==> src/rtl/gray_pkg.sv <==
// Shared types and helpers for the Gray-code sweep controller.
package gray_pkg;

  typedef enum logic [1:0] {
    IDLE = 2'd0,
    RUN  = 2'd1,
    DONE = 2'd2
  } state_t;

  // Gray encoding of a binary value (callers truncate to their width).
  function automatic logic [31:0] bin2gray(input logic [31:0] value);
    return value ^ (value >> 1);
  endfunction

  // Number of set bits.
  function automatic int unsigned popcount(input logic [31:0] value);
    int unsigned n;
    n = 0;
    for (int unsigned i = 0; i < 32; i++) begin
      if (value[i]) n++;
    end
    return n;
  endfunction

endpackage

==> src/rtl/gray_sweep_ctrl_if.sv <==
// Valid/ready stream carrying the emitted Gray codes.
interface gray_sweep_ctrl_if #(
  parameter int unsigned WIDTH = 4
);
  logic [WIDTH-1:0] gray_out;
  logic             out_valid;
  logic             out_ready;

  modport master (output gray_out, output out_valid, input  out_ready);
  modport slave  (input  gray_out, input  out_valid, output out_ready);
endinterface

==> src/rtl/binary_to_gray.sv <==
// Combinational binary to Gray converter.
module binary_to_gray
  import gray_pkg::*;
#(
  parameter int unsigned WIDTH = 4
) (
  input  logic [WIDTH-1:0] bin,
  output logic [WIDTH-1:0] gray
);

  assign gray = WIDTH'(bin2gray(32'(bin)));

endmodule

==> src/rtl/gray_sweep_ctrl.sv <==
// Sweeps a binary counter over a programmed range and streams the Gray codes,
// flagging any pair of consecutive accepted codes that is not one bit apart.
module gray_sweep_ctrl
  import gray_pkg::*;
#(
  parameter int unsigned WIDTH = 4
) (
  input  logic             clk,
  input  logic             rst_n,
  input  logic             start,
  input  logic             dir,
  input  logic [WIDTH-1:0] start_val,
  input  logic [WIDTH-1:0] end_val,
  input  logic             abort,
  gray_sweep_ctrl_if.master st,
  output logic             busy,
  output logic             done,
  output logic             seq_err
);

  state_t           r_state;
  logic             r_dir;
  logic [WIDTH-1:0] r_end;
  logic [WIDTH-1:0] r_bin;
  logic [WIDTH-1:0] r_gray;
  logic [WIDTH-1:0] r_last_gray;
  logic             r_first;
  logic             r_valid;
  logic             r_busy;
  logic             r_done;
  logic             r_seq_err;

  logic [WIDTH-1:0] w_next_bin;
  logic [WIDTH-1:0] w_next_gray;
  logic             w_handshake;

  assign w_handshake = r_valid & st.out_ready;

  // Next binary count: the load value while idle, otherwise one step in the
  // latched direction; sharing one converter covers both the load and step.
  always_comb begin
    w_next_bin = start_val;
    if (r_state != IDLE) begin
      w_next_bin = r_dir ? (r_bin - WIDTH'(1)) : (r_bin + WIDTH'(1));
    end
  end

  binary_to_gray #(.WIDTH(WIDTH)) u_b2g (
    .bin  (w_next_bin),
    .gray (w_next_gray)
  );

  // Sweep FSM with registered stream outputs and the adjacency monitor.
  always_ff @(posedge clk or negedge rst_n) begin
    if (!rst_n) begin
      r_state     <= IDLE;
      r_dir       <= 1'b0;
      r_end       <= '0;
      r_bin       <= '0;
      r_gray      <= '0;
      r_last_gray <= '0;
      r_first     <= 1'b1;
      r_valid     <= 1'b0;
      r_busy      <= 1'b0;
      r_done      <= 1'b0;
      r_seq_err   <= 1'b0;
    end else begin
      r_done <= 1'b0;

      if (w_handshake) begin
        if (!r_first && (popcount(32'(r_gray ^ r_last_gray)) != 1)) begin
          r_seq_err <= 1'b1;
        end
        r_last_gray <= r_gray;
        r_first     <= 1'b0;
      end

      unique case (r_state)
        IDLE: begin
          if (start) begin
            r_dir   <= dir;
            r_end   <= end_val;
            r_bin   <= start_val;
            r_gray  <= w_next_gray;
            r_first <= 1'b1;
            r_valid <= 1'b1;
            r_busy  <= 1'b1;
            r_state <= RUN;
          end
        end
        RUN: begin
          // Abort takes priority over completion; the element handshaken in
          // the abort cycle is still counted by the monitor above.
          if (abort) begin
            r_valid <= 1'b0;
            r_busy  <= 1'b0;
            r_state <= IDLE;
          end else if (w_handshake) begin
            if (r_bin == r_end) begin
              r_valid <= 1'b0;
              r_busy  <= 1'b0;
              r_done  <= 1'b1;
              r_state <= DONE;
            end else begin
              r_bin  <= w_next_bin;
              r_gray <= w_next_gray;
            end
          end
        end
        DONE: begin
          r_state <= IDLE;
        end
        default: begin
          r_valid <= 1'b0;
          r_busy  <= 1'b0;
          r_state <= IDLE;
        end
      endcase
    end
  end

  assign st.gray_out  = r_gray;
  assign st.out_valid = r_valid;
  assign busy         = r_busy;
  assign done         = r_done;
  assign seq_err      = r_seq_err;

endmodule

==> src/flat_wrapper.sv <==
// flat-port wrapper written by rule: the top's interface ports become plain ports
module gray_sweep_ctrl_flat import gray_pkg::*;
#(
  parameter int unsigned WIDTH = 4
)
  (clk, rst_n, start, dir, start_val, end_val, abort, busy, done, seq_err, st_gray_out, st_out_valid, st_out_ready);
  gray_sweep_ctrl_if #(.WIDTH(WIDTH)) st_i ();
  input  logic clk;
  input  logic rst_n;
  input  logic start;
  input  logic dir;
  input  logic [WIDTH-1:0] start_val;
  input  logic [WIDTH-1:0] end_val;
  input  logic abort;
  output logic busy;
  output logic done;
  output logic seq_err;
  output wire logic [$bits(st_i.gray_out)-1:0] st_gray_out;
  output wire logic [$bits(st_i.out_valid)-1:0] st_out_valid;
  input wire logic [$bits(st_i.out_ready)-1:0] st_out_ready;
  assign st_gray_out = st_i.gray_out;
  assign st_out_valid = st_i.out_valid;
  assign st_i.out_ready = st_out_ready;
  gray_sweep_ctrl #(.WIDTH(WIDTH)) u_core (.clk(clk), .rst_n(rst_n), .start(start), .dir(dir), .start_val(start_val), .end_val(end_val), .abort(abort), .st(st_i), .busy(busy), .done(done), .seq_err(seq_err));
endmodule
==> config.mk <==
export PLATFORM = sky130hd
export DESIGN_NAME = gray_sweep_ctrl_flat
export DESIGN_NICKNAME = d
export VERILOG_FILES = /design/src/rtl/gray_pkg.sv /design/src/rtl/gray_sweep_ctrl_if.sv /design/src/rtl/binary_to_gray.sv /design/src/rtl/gray_sweep_ctrl.sv /design/src/flat_wrapper.sv
export SDC_FILE = /design/constraint.sdc
export NUM_CORES = 1
export LEC_CHECK = 0
export ABC_AREA = 1
export BUFFER_PORTS_ARGS = -buffer_cell sky130_fd_sc_hd__clkbuf_2
export CAP_MARGIN = 25
export CORE_MARGIN = 3
export CORE_UTILIZATION = 48
export CTS_BUF_LIST = sky130_fd_sc_hd__clkbuf_8
export DETAILED_ROUTE_END_ITERATION = 6
export PLACE_DENSITY = 0.76
export RECOVER_POWER = 25
export SKIP_LAST_GASP = 1
export SLEW_MARGIN = 20
export SYNTH_ARGS = -nofsm -noshare
export SYNTH_HDL_FRONTEND = slang
export SYNTH_SLANG_ARGS = --single-unit
export TNS_END_PERCENT = 30
==> constraint.sdc <==
create_clock -name clk -period 2.2 [get_ports clk]
set_clock_uncertainty 0.15 [all_clocks]
set_input_delay 0.33 -clock clk [delete_from_list [all_inputs] [get_ports clk]]
set_output_delay 0.33 -clock clk [all_outputs]
set_load 0.01 [all_outputs]
==> impl_metrics.yaml, run 1 <==
layout:
  nNetsFinal: 236
  fillers: 256
  multi_input_area_sq_um: 759.5
  finalNonFillerCells: 246
  area_delta_synth_final_pct: 15.67
  drive_gt1_share_pct: 20.93
  regArea_sq_um: 576.8
  final_core_util_pct: 59.28
  diodes: 0
detailed_routing:
  avgRoutedWirePerCell_um: 10.18
  drtIter0Drc: 30
  dr.pass1.iters: 5
  finalWirelength_um: 2505
  antenna_left: 0
  vias: 1172
  remaining_drc_errors: 0
  via_per_inst: 4.764
floorplanning:
  die_h_um: 60.73
  io_pins: 22
  dieWidth_um: 60.73
  core_sq_um: 2805
  die_area_sq_um: 3688
  initial_core_util_pct: 51.25
  num_rows: 19
synth:
  ys_ff_latch: 23
  ys_warn_count: 0
  synth_area_sq_um: 1438
  ys_types: 27
  syn_inst: 189
  synth_top_area_cell: "dfrtp_1"
  synth_seq_area_share_pct: 40.12
  avgSynthCellArea_sq_um: 7.607
  synth_top_area_share_pct: 38.29
  yosys-top-cells-area: "dfrtp_1 (38%), nand2_1 (19%), inv_1 (6.5%)"
  syn_nets: 209
global_route:
  grt-ovfl-total: 0
  grt_max_degree: 24
  grt_pass1_wl_um: 4112
  first_global_vias: 1037
  antenna_found_initial: 0
  grt_use_total_pct: 14.89
worst_hold_path:
  hold_depth: 2
  hold_path.class: "primary input to register"
sta:
  setup_tns_ns: 0
  slew_headroom_pct: 22.15
  tightest_slew_ns: 1.168
  drv_slew: 0
  hold_viol: 0
  worst_slack_ns: 0.1723
  fmax_mhz: 493.2
  rsz0062_at_grt: "false"
  setup_viol: 0
  min_period_ns: 2.028
  fin_crit_sh_pct: 92.17
clock_network:
  clockBufferDepth: 2
  cts_tree: "built"
  clk_latency_ns: 0.26
  cts.sinks: 23
  cts-root-buf: "clkbuf_8"
  htree_levels: 1
  cts_buffers: 3
  cts.clk_slew.worst_paths_ns: 0.08
critical_path:
  worstPathRequired_ns: 2.21
  critPathMaxFanout: 3
  start_kind: "register"
  reg2regPathDepth: 14
  arrival_ns: 2.04
  r2r_end: "u_core.seq_err$_DFFE_PN0P_"
  cp-endpoint: "u_core.seq_err$_DFFE_PN0P_"
  reg2reg_from: "u_core.st.gray_out[0]$_DFFE_PN0P_"
  criticalPathCategory: "register to register"
  cp-end-kind: "register"
  cp-startpoint: "u_core.st.gray_out[0]$_DFFE_PN0P_"
  r2r_setup_slack_ns: 0.17
placed_design:
  dp_cells: 238
  place.gp.congestion: 0.8205
  port_buffers: 21
  detailed_place_hpwl_um: 1938
  place_ws_ns: 0.1139
job:
  cap_violations: 0
power_and_ir_drop:
  ir_worst_vdd_mv: 0.7613
  leakage_nw: 0.9293
  p_per_area_nw_per_um2: 1492
run_status:
  status: "complete, no violations"
-- kinds of logic (layout without fill, tap and decap cells) --
| logic type | after synthesis | after routing | share of synthesized area (%) |
|---|---|---|---|
| buffers and inverters | 30 | 56 | 9.138 |
| flip-flops | 23 | 23 | 40.12 |
| AO/OA/AOI/OAI | 18 | 18 | 7.050 |
| adder cells (fa/ha/maj) | 6 | 6 | 5.744 |
| AND/OR/NAND/NOR | 100 | 100 | 29.33 |
| XOR/XNOR | 9 | 9 | 5.483 |
| multiplexers | 3 | 3 | 3.133 |
-- layout make-up --
| class | count | area share, % |
|---|---|---|
| clock buffers | 3 | 2.483 |
| well taps | 31 | 2.333 |
| inverters | 26 | 5.869 |
| repair buffers | 26 | 8.653 |
| multi-input cells | 136 | 45.67 |
| flip-flops and latches | 23 | 34.69 |
| clock inverters | 1 | 0.3010 |
-- layout by cell type, fill, tap and decap left out, types with 2 or more instances in the layout --
cell type  count
o21ai_1        4
clkbuf_2      20
inv_1         25
nand3_1        9
o21ai_2        3
nand2_1       71
xor2_1         6
nor2_1        12
o21ai_0        9
buf_4          4
dfrtp_1       22
ha_1           3
clkbuf_8       3
mux2_4         3
a21oi_1        2
-- where the power goes --
part	switching (mW)	internal, mW
registers	0.166	0.580
clock network	0.129	0.126
logic	0.824	0.656
-- timing repair --
item | in CTS | in global routing
endpoints found under the hold margin | 22 | 0
endpoints found under the setup margin | 0 | 1
hold buffers | 1 | 0
buffers inserted | 0 | 3
gates resized for setup | 0 | 4
-- metrics by stage --
step | total power, mW | instance area (sq um) | hold slack, ns
floorplan | 1.837 | 1438 | -0.1156
global placement | 2.068 | 1555 | 0.1943
detailed placement | 2.112 | 1555 | 0.1953
CTS | 2.380 | 1612 | 0.1364
global route | 2.783 | 1663 | 0.1346
finish | 2.481 | 1663 | 0.1456
-- registers in the layout (all words and copies together), names as in the netlist --
| signal | flops |
|---|---|
| u_core.r_state | 2 |
| u_core.done | 1 |
| u_core.seq_err | 1 |
| u_core.r_dir | 1 |
| u_core.st.gray_out | 4 |
| u_core.r_bin | 4 |
| u_core.r_last_gray | 4 |
| u_core.r_end | 4 |
| u_core.st.out_valid | 1 |
| u_core.r_first | 1 |
-- worst min path at each step --
stage | start | endpoint
4_1_cts | end_val[3] | u_core.r_end[3]$_DFFE_PN0P_
2_1_floorplan | rst_n | u_core.done$_DFF_PN0_
3_5_place_dp | rst_n | u_core.st.out_valid$_DFFE_PN0P_
6_report | end_val[3] | u_core.r_end[3]$_DFFE_PN0P_
3_3_place_gp | rst_n | u_core.st.out_valid$_DFFE_PN0P_
5_1_grt | end_val[0] | u_core.r_end[0]$_DFFE_PN0P_
-- routing by layer --
layer	wire, um	up-vias	track usage (%)	share of wire (%)
met4	0	0	2.786	0
li1	-	632	-	-
met1	1180	520	17.83	47
met3	101	0	4.468	4.0
met2	1223	20	26.56	49
met5	0	-	0	0
-- worst max-delay path, stage by stage, from the launching register on --
cell and delay [ns]:
dfrtp_1 0.44, xor2_2 0.19, inv_1 0.09, ha_4 0.24, inv_1 0.05, nand2_1 0.06
nand2_1 0.08, inv_1 0.04, ha_1 0.28, nand2_1 0.06, nand2_1 0.05, inv_1 0.04
nand3_1 0.05, nand2_1 0.05, nand2_1 0.05
-- synth_stat cells, drive strengths merged --
cell type	count
xor2	7
fa	1
dfrtp	22
nand3	10
dfstp	1
nand2	73
o21ai	16
or2	2
xnor2	2
a21oi	2
and2	1
ha	5
clkbuf	1
nor2	13
nand3b	1
inv	26
mux2	3
buf	3
Note: power is estimated with default switching activity, not from simulation.
==> inputs of run 2 (changes only) <==
--- a/config.mk
+++ b/config.mk
@@ -10,7 +10,7 @@
 export CAP_MARGIN = 25
 export CORE_MARGIN = 3
 export CORE_UTILIZATION = 48
-export CTS_BUF_LIST = sky130_fd_sc_hd__clkbuf_8
+export CTS_BUF_LIST = sky130_fd_sc_hd__clkbuf_16
 export DETAILED_ROUTE_END_ITERATION = 6
 export PLACE_DENSITY = 0.76
 export RECOVER_POWER = 25
==> impl_metrics.yaml, run 2 (same netlist as run 1, synthesis figures left out) <==
floorplanning:
  dieWidth_um: 60.73
  core_sq_um: 2805
  num_rows: 19
  die_h_um: 60.73
  die_area_sq_um: 3688
  io_pins: 22
  initial_core_util_pct: 51.25
sta:
  hold_viol: 0
  fmax_mhz: 489.0
  fin_crit_sh_pct: 92.96
  setup_viol: 0
  tightest_slew_ns: 1.170
  drv_slew: 0
  slew_headroom_pct: 22.02
  worst_slack_ns: 0.1548
  min_period_ns: 2.045
power_and_ir_drop:
  seq_power_share_pct: 28.6
  switching_share_pct: 43.54
  p_per_area_nw_per_um2: 1544
  power_frac_comb_pct: 56.5
  power_mw: 2.604
  clkPwrFrac_pct: 14.9
  p_int_mw: 1.470
  ir_worst_vdd_mv: 0.7195
  leakage_nw: 0.9414
  power_switching_mw: 1.134
global_route:
  grt_pass1_wl_um: 4174
  first_global_vias: 1065
  grt-ovfl-total: 0
  grt_max_degree: 24
  grt_use_total_pct: 15.11
  antenna_found_initial: 0
worst_hold_path:
  worstHoldStart: "end_val[2]"
  min_to: "u_core.r_end[2]$_DFFE_PN0P_"
  hold_depth: 2
  hold_path.class: "primary input to register"
layout:
  final_cell_mix: "nand2_1 (71), inv_1 (25), dfrtp_1 (22), clkbuf_2 (20), nor2_1 (12)"
  fin_area_sq_um: 1687
  drive_gt1_share_pct: 20.09
  area_delta_synth_final_pct: 17.32
  diodes: 0
  nNetsFinal: 235
  finalNonFillerCells: 245
  final_common_cell: "nand2_1"
placed_design:
  place_ws_ns: 0.1139
  place_area_sq_um: 1555
  port_buffers: 21
  place.gp.congestion: 0.8205
  dp_cells: 238
  detailed_place_hpwl_um: 1938
critical_path:
  critPathMaxFanout: 3
  cp-end-kind: "register"
  r2r_end: "u_core.seq_err$_DFFE_PN0P_"
  r2r_setup_slack_ns: 0.15
  arrival_ns: 2.04
  worstPathRequired_ns: 2.20
  start_kind: "register"
  criticalPathCategory: "register to register"
  reg2regPathDepth: 13
  reg2reg_from: "u_core.st.gray_out[0]$_DFFE_PN0P_"
clock_network:
  htree_levels: 1
  clockBufferDepth: 2
  cts.sinks: 23
  cts_tree: "built"
  cts-root-buf: "clkbuf_16"
  cts.clk_slew.worst_paths_ns: 0.06
  cts_buffers: 3
  clk_latency_ns: 0.25
detailed_routing:
  remaining_drc_errors: 0
  finalWirelength_um: 2539
  drtIter0Drc: 38
  vias: 1152
  avgRoutedWirePerCell_um: 10.36
  antenna_left: 0
  via_per_inst: 4.702
  dr.pass1.iters: 4
job:
  cap_violations: 0
run_status:
  status: "complete, no violations"
-- run 2: cell count changes in the layout (fill, tap and decap cells not counted) --
cell,change
buf_4,-1
clkbuf_16,+3
clkbuf_8,-3
ha_1,+1
ha_2,-1
-- run 2: cell type report --
cell class	count	area, sq um
fill	254	1119
clock buffer	3	75.07
tap	31	38.79
multi-input combinational	136	757.0
sequential	23	576.8
timing repair buffer	25	136.4
inverter	26	97.59
clock inverter	1	5.005
-- run 2: per-layer routing --
metal  share of wire (%)  global-route usage (%)  wire length (um)
met5                   0                       0                 0
met1                  48                   17.69              1215
met4                0.51                   4.954                13
met3                 3.0                   3.830                76
met2                  49                   26.87              1234
-- run 2: worst max-delay path by stage --
stage	to	startpoint	slack, ns
2_1_floorplan	u_core.seq_err$_DFFE_PN0P_	u_core.st.gray_out[0]$_DFFE_PN0P_	0.20
3_3_place_gp	u_core.seq_err$_DFFE_PN0P_	u_core.r_last_gray[0]$_DFFE_PN0P_	0.19
3_5_place_dp	u_core.seq_err$_DFFE_PN0P_	u_core.st.gray_out[0]$_DFFE_PN0P_	0.11
4_1_cts	u_core.seq_err$_DFFE_PN0P_	u_core.st.gray_out[0]$_DFFE_PN0P_	0.11
5_1_grt	u_core.seq_err$_DFFE_PN0P_	u_core.st.gray_out[0]$_DFFE_PN0P_	-0.01
6_report	u_core.seq_err$_DFFE_PN0P_	u_core.st.gray_out[0]$_DFFE_PN0P_	0.15
-- run 2: worst max-delay path, cell delays in order (launching register included) --
cell	delay [ns]
dfrtp_1	0.42
xor2_2	0.20
buf_4	0.14
ha_1	0.20
inv_1	0.06
nand2_1	0.06
and2_1	0.14
ha_1	0.26
nand2_1	0.06
nand2_1	0.05
inv_1	0.04
nand3_1	0.05
nand2_1	0.05
nand2_1	0.05
-- run 2: metrics by stage --
stage | TNS, ns | utilization (%) | hold slack, ns
floorplan | 0 | - | -0.1156
global placement | 0 | 55.44 | 0.1943
detailed placement | 0 | 55.44 | 0.1953
CTS | 0 | 58.65 | 0.1534
global route | -0.01401 | 60.12 | 0.1573
finish | 0 | 60.12 | 0.1539
-- run 2: power groups by stage --
stage               logic, mW  registers [mW]  clock network (mW)
floorplan                1.10           0.736                   0
global placement         1.34           0.732                   0
detailed placement       1.37           0.739                   0
CTS                      1.38           0.734               0.395
global route             1.71           0.771               0.422
finish                   1.47           0.745               0.388
-- run 2: timing repair --
action                                  CTS  global route
endpoints found under the setup margin    0             1
hold buffers                              1             0
gates resized for setup                   0             3
hold endpoints to repair                 22             0
buffers inserted                          0             2
